===== src/rtl/deser_load_scheduler.sv =====
// Command/load scheduler: parses header+payload word stream into buffer writes and array compute starts.
// Optional load idle timeout enabled by defining DESER_LOAD_TIMEOUT_EN.
module deser_load_scheduler #(
  parameter int DATA_W  = 32,
  parameter int ADDR_W  = 12,
  parameter int TIMEOUT = 1024
) (
  input  logic              clk,
  input  logic              rst_n,
  input  logic [DATA_W-1:0] in_data,
  input  logic              in_valid,
  output logic              wbuf_we,
  output logic [ADDR_W-1:0] wbuf_addr,
  output logic              abuf_we,
  output logic [ADDR_W-1:0] abuf_addr,
  output logic [DATA_W-1:0] buf_wdata,
  output logic              array_start,
  input  logic              array_done,
  input  logic              clear_err,
  output logic              busy,
  output logic              err,
  output logic [1:0]        err_code,
  output logic [15:0]       cmd_count
);

  typedef enum logic [2:0] {S_IDLE, S_LOAD, S_START, S_WAIT_DONE, S_ERR} state_t;

  state_t              state_q;
  logic                is_weight_q;
  logic [ADDR_W-1:0]   addr_q;
  logic [15:0]         remain_q;
  logic                wbuf_we_q, abuf_we_q, array_start_q, busy_q, err_q;
  logic [ADDR_W-1:0]   wbuf_addr_q, abuf_addr_q;
  logic [DATA_W-1:0]   buf_wdata_q;
  logic [1:0]          err_code_q;
  logic [15:0]         cmd_count_q;

  logic [3:0]          hdr_op;
  logic [ADDR_W-1:0]   hdr_base;
  logic [15:0]         hdr_len;
  logic                err_keep_d;
  logic [1:0]          err_code_keep_d;

`ifdef DESER_LOAD_TIMEOUT_EN
  localparam int IDLE_W = $clog2(TIMEOUT + 1);
  logic [IDLE_W-1:0]   idle_q;
`endif

  // clear_err drops the sticky error first so a cause detected in the same cycle wins.
  always_comb begin
    hdr_op          = in_data[31:28];
    hdr_base        = ADDR_W'(in_data[27:16]);
    hdr_len         = in_data[15:0];
    err_keep_d      = err_q & ~clear_err;
    err_code_keep_d = clear_err ? '0 : err_code_q;
  end

  always_ff @(posedge clk or negedge rst_n) begin
    if (!rst_n) begin
      state_q       <= S_IDLE;
      is_weight_q   <= 1'b0;
      addr_q        <= '0;
      remain_q      <= '0;
      wbuf_we_q     <= 1'b0;
      abuf_we_q     <= 1'b0;
      wbuf_addr_q   <= '0;
      abuf_addr_q   <= '0;
      buf_wdata_q   <= '0;
      array_start_q <= 1'b0;
      busy_q        <= 1'b0;
      err_q         <= 1'b0;
      err_code_q    <= '0;
      cmd_count_q   <= '0;
`ifdef DESER_LOAD_TIMEOUT_EN
      idle_q        <= '0;
`endif
    end else begin
      wbuf_we_q     <= 1'b0;
      abuf_we_q     <= 1'b0;
      array_start_q <= 1'b0;
      err_q         <= err_keep_d;
      err_code_q    <= err_code_keep_d;
      case (state_q)
        S_IDLE: begin
          if (in_valid) begin
            case (hdr_op)
              4'd1, 4'd2: begin
                if (hdr_len == 16'd0) begin
                  cmd_count_q <= cmd_count_q + 16'd1;
                end else begin
                  state_q     <= S_LOAD;
                  busy_q      <= 1'b1;
                  is_weight_q <= (hdr_op == 4'd1);
                  addr_q      <= hdr_base;
                  remain_q    <= hdr_len;
`ifdef DESER_LOAD_TIMEOUT_EN
                  idle_q      <= '0;
`endif
                end
              end
              4'd3: begin
                state_q       <= S_START;
                busy_q        <= 1'b1;
                array_start_q <= 1'b1;
              end
              default: begin
                state_q <= S_ERR;
                busy_q  <= 1'b1;
                err_q   <= 1'b1;
                if (!err_keep_d) err_code_q <= 2'd1;
              end
            endcase
          end
        end
        S_LOAD: begin
          if (in_valid) begin
            if (is_weight_q) begin
              wbuf_we_q   <= 1'b1;
              wbuf_addr_q <= addr_q;
            end else begin
              abuf_we_q   <= 1'b1;
              abuf_addr_q <= addr_q;
            end
            buf_wdata_q <= in_data;
            addr_q      <= addr_q + ADDR_W'(1);
            remain_q    <= remain_q - 16'd1;
`ifdef DESER_LOAD_TIMEOUT_EN
            idle_q      <= '0;
`endif
            if (remain_q == 16'd1) begin
              state_q     <= S_IDLE;
              busy_q      <= 1'b0;
              cmd_count_q <= cmd_count_q + 16'd1;
            end
          end
`ifdef DESER_LOAD_TIMEOUT_EN
          else if (idle_q == IDLE_W'(TIMEOUT - 1)) begin
            state_q <= S_ERR;
            err_q   <= 1'b1;
            if (!err_keep_d) err_code_q <= 2'd3;
          end else begin
            idle_q <= idle_q + IDLE_W'(1);
          end
`endif
        end
        // array_start is high during this state; a word here already counts as compute-time traffic.
        S_START: begin
          state_q <= S_WAIT_DONE;
          if (in_valid) begin
            err_q <= 1'b1;
            if (!err_keep_d) err_code_q <= 2'd2;
          end
        end
        S_WAIT_DONE: begin
          if (in_valid) begin
            err_q <= 1'b1;
            if (!err_keep_d) err_code_q <= 2'd2;
          end
          if (array_done) begin
            state_q     <= S_IDLE;
            busy_q      <= 1'b0;
            cmd_count_q <= cmd_count_q + 16'd1;
          end
        end
        S_ERR: begin
          if (clear_err) begin
            state_q <= S_IDLE;
            busy_q  <= 1'b0;
          end
        end
        default: begin
          state_q <= S_IDLE;
          busy_q  <= 1'b0;
        end
      endcase
    end
  end

  assign wbuf_we     = wbuf_we_q;
  assign wbuf_addr   = wbuf_addr_q;
  assign abuf_we     = abuf_we_q;
  assign abuf_addr   = abuf_addr_q;
  assign buf_wdata   = buf_wdata_q;
  assign array_start = array_start_q;
  assign busy        = busy_q;
  assign err         = err_q;
  assign err_code    = err_code_q;
  assign cmd_count   = cmd_count_q;

endmodule


===== config.mk =====
export PLATFORM = sky130hd
export DESIGN_NAME = deser_load_scheduler
export DESIGN_NICKNAME = d
export VERILOG_FILES = /design/src/rtl/deser_load_scheduler.sv
export SDC_FILE = /design/constraint.sdc
export NUM_CORES = 1
export LEC_CHECK = 0
export ABC_AREA = 1
export BUFFER_PORTS_ARGS = -buffer_cell sky130_fd_sc_hd__buf_2
export CAP_MARGIN = 20
export CORE_MARGIN = 1
export CORE_UTILIZATION = 35
export CTS_CLUSTER_DIAMETER = 30
export CTS_CLUSTER_SIZE = 20
export DETAILED_ROUTE_END_ITERATION = 7
export PLACE_DENSITY_LB_ADDON = 0.15
export SLEW_MARGIN = 20
export SYNTH_ARGS = -nofsm -noshare
export SYNTH_HDL_FRONTEND = slang
export SYNTH_SLANG_ARGS = --single-unit
export TNS_END_PERCENT = 50

===== constraint.sdc =====
create_clock -name clk -period 4.6 [get_ports clk]
set_input_delay 0.92 -clock clk [delete_from_list [all_inputs] [get_ports clk]]
set_output_delay 0.92 -clock clk [all_outputs]
set_load 0.01 [all_outputs]

==> results of run 1 <==
worst paths after layout:
kind	end	slack, ns	startpoint
max in group asynchronous	buf_wdata[31]	3.10	rst_n
worst min-delay path	buf_wdata[0]	0.47	buf_wdata[0]
min in group asynchronous	abuf_addr[10]	0.61	rst_n
worst max register to register	abuf_addr[7]	1.83	state_q[2]
worst max-delay path	abuf_addr[7]	1.83	state_q[2]
worst min register to register	buf_wdata[0]	0.47	buf_wdata[0]
per-stage QoR:
step	setup WS (ns)	util, %	cells	total power [mW]
floorplan	2.570	-	757	2.515
global placement	1.635	40.38	1068	3.003
detailed placement	1.543	40.38	1068	3.018
CTS	1.737	42.25	1084	3.837
global route	1.461	42.25	1084	4.134
finish	1.833	42.25	1084	3.797
layout make-up:
cell class | instances | area share (%)
clock buffers | 10 | 3.412
inverters | 87 | 4.903
well taps | 216 | 4.027
multi-input cells | 536 | 36.32
repair buffers | 118 | 8.949
flip-flops and latches | 111 | 41.39
clock inverters | 6 | 1.007
worst register-to-register path, delay by kind of cell, from the launching register on:
kind,cells,cell delay (ns)
compound gates,1,0.07
buf+inv,5,1.29
flops,1,0.39
simple gates,5,0.89
routing by layer:
metal	share of wire, %	global-route usage [%]	wire (microns)	up-vias
li1	-	-	-	2606
met1	50	26.62	7346	2332
met2	45	29.06	6522	103
met3	3.4	2.601	498	14
met4	1.5	5.951	218	0
met5	0	0	0	-
sequential cells by signal (all words and copies together), names as in the netlist:
register	flops
addr_q	12
wbuf_addr	12
remain_q	16
abuf_addr	12
array_start	1
wbuf_we	1
err	1
err_code	2
abuf_we	1
busy	1
cmd_count	16
is_weight_q	1
state_q	3
buf_wdata	32
logic make-up (layout without fill, tap and decap cells):
kind of cell | count (synthesis) | in the layout
AOI/OAI and AO/OA | 101 | 101
buffers and inverters | 110 | 221
xor gates and xnor gates | 14 | 14
DFF | 111 | 111
and+or+nand+nor | 417 | 417
adders and majority gates | 4 | 4
cells in the final DEF (no fill, tap or decap):
cell type	instances
nand4_1	14
inv_2	11
nor3_1	7
a31oi_1	2
buf_4	4
inv_6	2
xor2_1	12
buf_2	114
nor2_1	58
o31ai_1	1
nand3_2	1
o21ai_0	77
inv_1	75
xnor2_1	2
nor2_4	6
o22ai_1	3
nand3_1	45
nand2_4	1
dfrtp_1	111
or2_2	1
clkinv_2	1
clkbuf_1	1
o21ai_1	12
ha_1	4
nand3_4	1
nand2_1	281
a21oi_1	4
nand2_2	2
clkinvlp_4	2
clkbuf_16	9
o21bai_1	2
bufinv_16	1
inv_4	1
power groups by stage:
| stage | sequential [mW] | combinational [mW] | clock, mW |
|---|---|---|---|
| after floorplan | 1.65 | 0.865 | 0 |
| after global placement | 1.60 | 1.40 | 0 |
| after detailed placement | 1.60 | 1.42 | 0 |
| after CTS | 1.58 | 1.42 | 0.830 |
| after global routing | 1.63 | 1.63 | 0.869 |
| final | 1.58 | 1.40 | 0.811 |
==> impl_metrics.csv, run 1 <==
group,metric,value,unit
clock_tree,hold_buffers,0,
synthesis,synth_compound_area_share,9.133,%
synthesis,syn_area,5685,sq um
timing,relSlewSlack,53.37,%
power,irDropWorstVdd,0.2379,mV
die,core,15890,sq um
hold_path,hp-class,"reg2reg",
layout,multi_input_area,2437,sq um
run,maxCapViolations,0,
power,swShare,41.11,%
timing,slew_viol_final,0,
clock_tree,root_buffer,"clkbuf_16",
synthesis,synth_mux_area_share,0,%
layout,fin_nets,904,
place,io_buffers,115,
setup_path,ff2ff_path_depth,11,
timing,finalSetupViolCount,0,
synthesis,async_flop_share,100.0,%
power,power.net_switching,1.561,mW
place,place_hpwl,10520,microns
die,ioPinCount,116,
synthesis,synth-main-ff-cell,"dfrtp_1",
synthesis,synth_top_area_share,48.86,%
place,placedInstanceArea,6415,sq um
timing,setup-tns-final,0,ns
synthesis,ys_seq_area_share,48.86,%
layout,n_fill_cell,1702,
grt,grt_pass1_wl,24400,microns
setup_path,crit_arrival,3.00,ns
grt,grtUsageTotal,18.60,%
timing,finalHoldViolations,0,
timing,period_minus_slack,2.767,ns
setup_path,path_cells,"inv_2 > nand2_1 > nor2_4 > buf_4 > inv_2 > nor2_4 > inv_4 > nor2_4 > inv_2 > nand2_1 > o21ai_0",
timing,fmax,0.3614,GHz
drt,drt_iter0_drc,169,
setup_path,crit_type,"reg2reg",
setup_path,cp-end-kind,"flop",
synthesis,yosysMostFrequentCell,"nand2_1",
clock_tree,cts_sinks,111,
setup_path,cp.depth,11,
synthesis,ys_warn_count,0,
clock_tree,path_clk_slew,0.08,ns
drt,wl_per_cell,13.45,microns
setup_path,start_kind,"flop",
status,status,"finished clean",
synthesis,synth-xor-area-share,2.157,%
synthesis,synth-edff-count,0,
hold_path,whs_path_depth,2,
synthesis,synth-seq-cells,111,
die,chipWidth,129.5,microns
drt,vias_per_cell,4.663,
timing,hold-worst-slack,0.4709,ns
die,initial_core_util,35.79,%
synthesis,synth.avg_cell_area,7.511,sq um
power,pwr_density_cell,565.7,nW/um^2
setup_path,crit_fanout,54,
power,leakage,3.567,nW
power,power.internal,2.236,mW
synthesis,synthTopCellsByArea,"dfrtp_1, nand2_1, o21ai_0",
synthesis,syn_inst,757,
synthesis,synthAdderAreaFrac,0.8803,%
grt,gr-total-overflow,0,
clock_tree,post_cts_buffers,0,
setup_path,crit_family,"buffers and inverters",
timing,grt_setup_unrepaired,"no",
layout,seqCellArea,2778,sq um
timing,worstMarginPinSlew,0.6995,ns
clock_tree,htreeDepth,3,
grt,grt_pass1_vias,4735,
layout,syn2layout_area_growth,18.05,%
layout,fin_area,6711,sq um
setup_path,worst-path-buf-inv,5,
clock_tree,cts.repair.resized,0,
synthesis,synthSimpleGateAreaFrac,30.70,%
drt,vias,5055,
clock_tree,cts_tree,"done",
clock_tree,cts_buffers,9,
timing,skew,0.008796,ns
drt,drc,0,
setup_path,cpPeakStageDelay,0.40,ns
grt,grt_antenna_before_repair,0,
place,globalplace.congestion,0.8411,
layout,drive_above_1_share,18.09,%
drt,wirelength,14590,microns
die,die_h,129.5,microns
clock_tree,clock_latency,0.35,ns
synthesis,synth_top_cell_by_area,"dfrtp_1",
synthesis,synth_top_family_by_area,"simple AND/OR/NAND/NOR gates",
power,clkPwrFrac,21.4,%
timing,min_period_over_period,60.16,%
grt,grt_max_degree,55,
layout,diodes,0,
synthesis,synth_cell_types,28,
drt,detail-route-antenna-nets,0,
drt,first_pass_iters,4,
synthesis,yosys-top-cells-count,"nand2_1, dfrtp_1, o21ai_0",
power,comb_power_share,37.0,%
die,rows,46,
power,pwr-share-seq,41.7,%
die,dieArea,16760,sq um
clock_tree,cts_buffer_depth,2,
setup_path,cp.required,4.83,ns
setup_path,crit_path_top_delay_cell,"nor2_4",
synthesis,synth_nets,798,
Power figures use the tool's default switching activity.
==> run 2: changes to the inputs <==
==> constraint.sdc (replaced) <==
create_clock -name clk -period 2.7 [get_ports clk]
set_input_delay 0.54 -clock clk [delete_from_list [all_inputs] [get_ports clk]]
set_output_delay 0.54 -clock clk [all_outputs]
set_load 0.01 [all_outputs]
==> impl_metrics.csv, run 2 (synthesis gave the netlist of run 1 again) <==
group,metric,value,unit
timing,period_minus_slack,1.926,ns
drt,drc,0,
layout,fin_cells,1088,
place,io_buffers,115,
hold_path,hp-class,"in2async",
timing,finalHoldViolations,0,
place,place_hpwl,10690,microns
clock_tree,cts.repair.resized,0,
drt,wl_met1,7276,microns
clock_tree,hold_buffers,0,
setup_path,crit_path_top_delay_cell,"inv_2",
grt,grt_pass1_vias,4783,
timing,hold-worst-slack,0.1704,ns
layout,largest_reg_flops,32,
power,pwr_density_cell,984.7,nW/um^2
place,dp_slack,0.3894,ns
grt,grtUsageTotal,18.57,%
setup_path,ff2ff_path_depth,6,
drt,top_layer_used,"met4",
setup_path,start_kind,"input port",
grt,grt_max_degree,48,
drt,met3_length,508,microns
timing,fmax,0.5193,GHz
layout,syn2layout_area_growth,20.03,%
drt,wl_met2,6382,microns
drt,vias_per_cell,4.642,
drt,wirelength,14480,microns
timing,min_period_over_period,71.32,%
clock_tree,root_buffer,"clkbuf_16",
layout,fin_area,6824,sq um
setup_path,crit_type,"in2reg",
die,ioPinCount,116,
die,initial_core_util,35.79,%
clock_tree,cts_sinks,111,
power,leakage,3.630,nW
drt,vias,5051,
die,rows,46,
power,p_total,6.719,mW
layout,fin_nets,909,
run,maxCapViolations,0,
clock_tree,path_clk_slew,0.07,ns
setup_path,r2r_start,"state_q[1]",
setup_path,path_cells,"buf_2 > nor2_1 > nand2_1 > nand2_1 > nor2_1 > inv_2 > nand3_2 > inv_2 > o21ai_0",
timing,worstMarginPinSlew,0.5576,ns
clock_tree,post_cts_buffers,0,
layout,final_cell_mix,"nand2_1, buf_2, dfrtp_1",
grt,gr-total-overflow,0,
die,chipWidth,129.5,microns
timing,slew_viol_final,0,
layout,final_core_util,42.96,%
timing,grt_setup_unrepaired,"no",
clock_tree,htreeDepth,3,
power,pwr-share-seq,39.9,%
timing,finalWorstSetupSlack,0.7744,ns
setup_path,cpPeakStageDelay,0.43,ns
clock_tree,cts_tree,"done",
setup_path,worst-r2r-setup-slack,0.79,ns
die,core,15890,sq um
power,clkPwrFrac,24.1,%
timing,setup-tns-final,0,ns
die,die_h,129.5,microns
power,power.net_switching,2.619,mW
grt,grt_antenna_before_repair,0,
place,placedInstanceArea,6465,sq um
status,status,"finished clean",
setup_path,cp-end-kind,"flop",
timing,relSlewSlack,62.83,%
timing,finalSetupViolCount,0,
place,placedCellCount,1073,
timing,skew,0.01237,ns
drt,drt_iter0_drc,247,
power,comb_power_share,36.0,%
power,swShare,38.97,%
layout,diodes,0,
drt,first_pass_iters,5,
setup_path,crit_arrival,2.14,ns
place,globalplace.congestion,0.8339,
die,dieArea,16760,sq um
layout,layout_commonest_cell,"nand2_1",
setup_path,cp.required,2.91,ns
drt,detail-route-antenna-nets,0,
drt,wl_per_cell,13.31,microns
power,irDropWorstVdd,0.3860,mV
clock_tree,cts_buffer_depth,2,
layout,drive_above_1_share,18.58,%
clock_tree,clock_latency,0.36,ns
layout,multi_input_area,2437,sq um
grt,grt_pass1_wl,24220,microns
power,power.internal,4.100,mW
setup_path,crit_fanout,29,
clock_tree,cts_buffers,9,
layout,seqCellArea,2778,sq um
layout,n_fill_cell,1703,
setup_path,r2r_end,"addr_q[3]",
run 2: area by class of cell:
type	count	area share [%]
flip-flops and latches	111	40.70
multi-input cells	536	35.72
repair buffers	123	9.534
inverters	87	4.822
well taps	216	3.960
clock buffers	9	3.300
clock inverters	6	1.962
run 2: how the worst max path moves through the flow:
stage | startpoint | to | depth (start not counted)
floorplan | in_data[31] | remain_q[11] | 9
global placement | in_data[31] | addr_q[3] | 9
detailed placement | in_data[31] | remain_q[14] | 10
CTS | in_data[31] | addr_q[3] | 9
global route | remain_q[0] | remain_q[6] | 10
finish | in_data[31] | addr_q[3] | 9
run 2: power groups by stage:
stage / Sequential, mW / Combinational (mW) / Clock, mW
global route: 2.78 / 2.82 / 1.72
global placement: 2.71 / 2.43 / 0
finish: 2.68 / 2.42 / 1.62
detailed placement: 2.70 / 2.44 / 0
floorplan: 2.81 / 1.47 / 0
CTS: 2.68 / 2.45 / 1.66
run 2: layer usage:
| layer | GRT usage (%) | up-vias |
|---|---|---|
| met5 | 0 | - |
| met4 | 7.592 | 0 |
| met3 | 2.684 | 18 |
| met2 | 28.91 | 110 |
| met1 | 25.94 | 2310 |
| li1 | - | 2613 |
run 2: critical path: cells and delay by family:
kind | cells | cell delay [ns]
AO/OA/AOI/OAI | 1 | 0.15
AND/OR/NAND/NOR | 5 | 0.83
buffers and inverters | 3 | 0.61
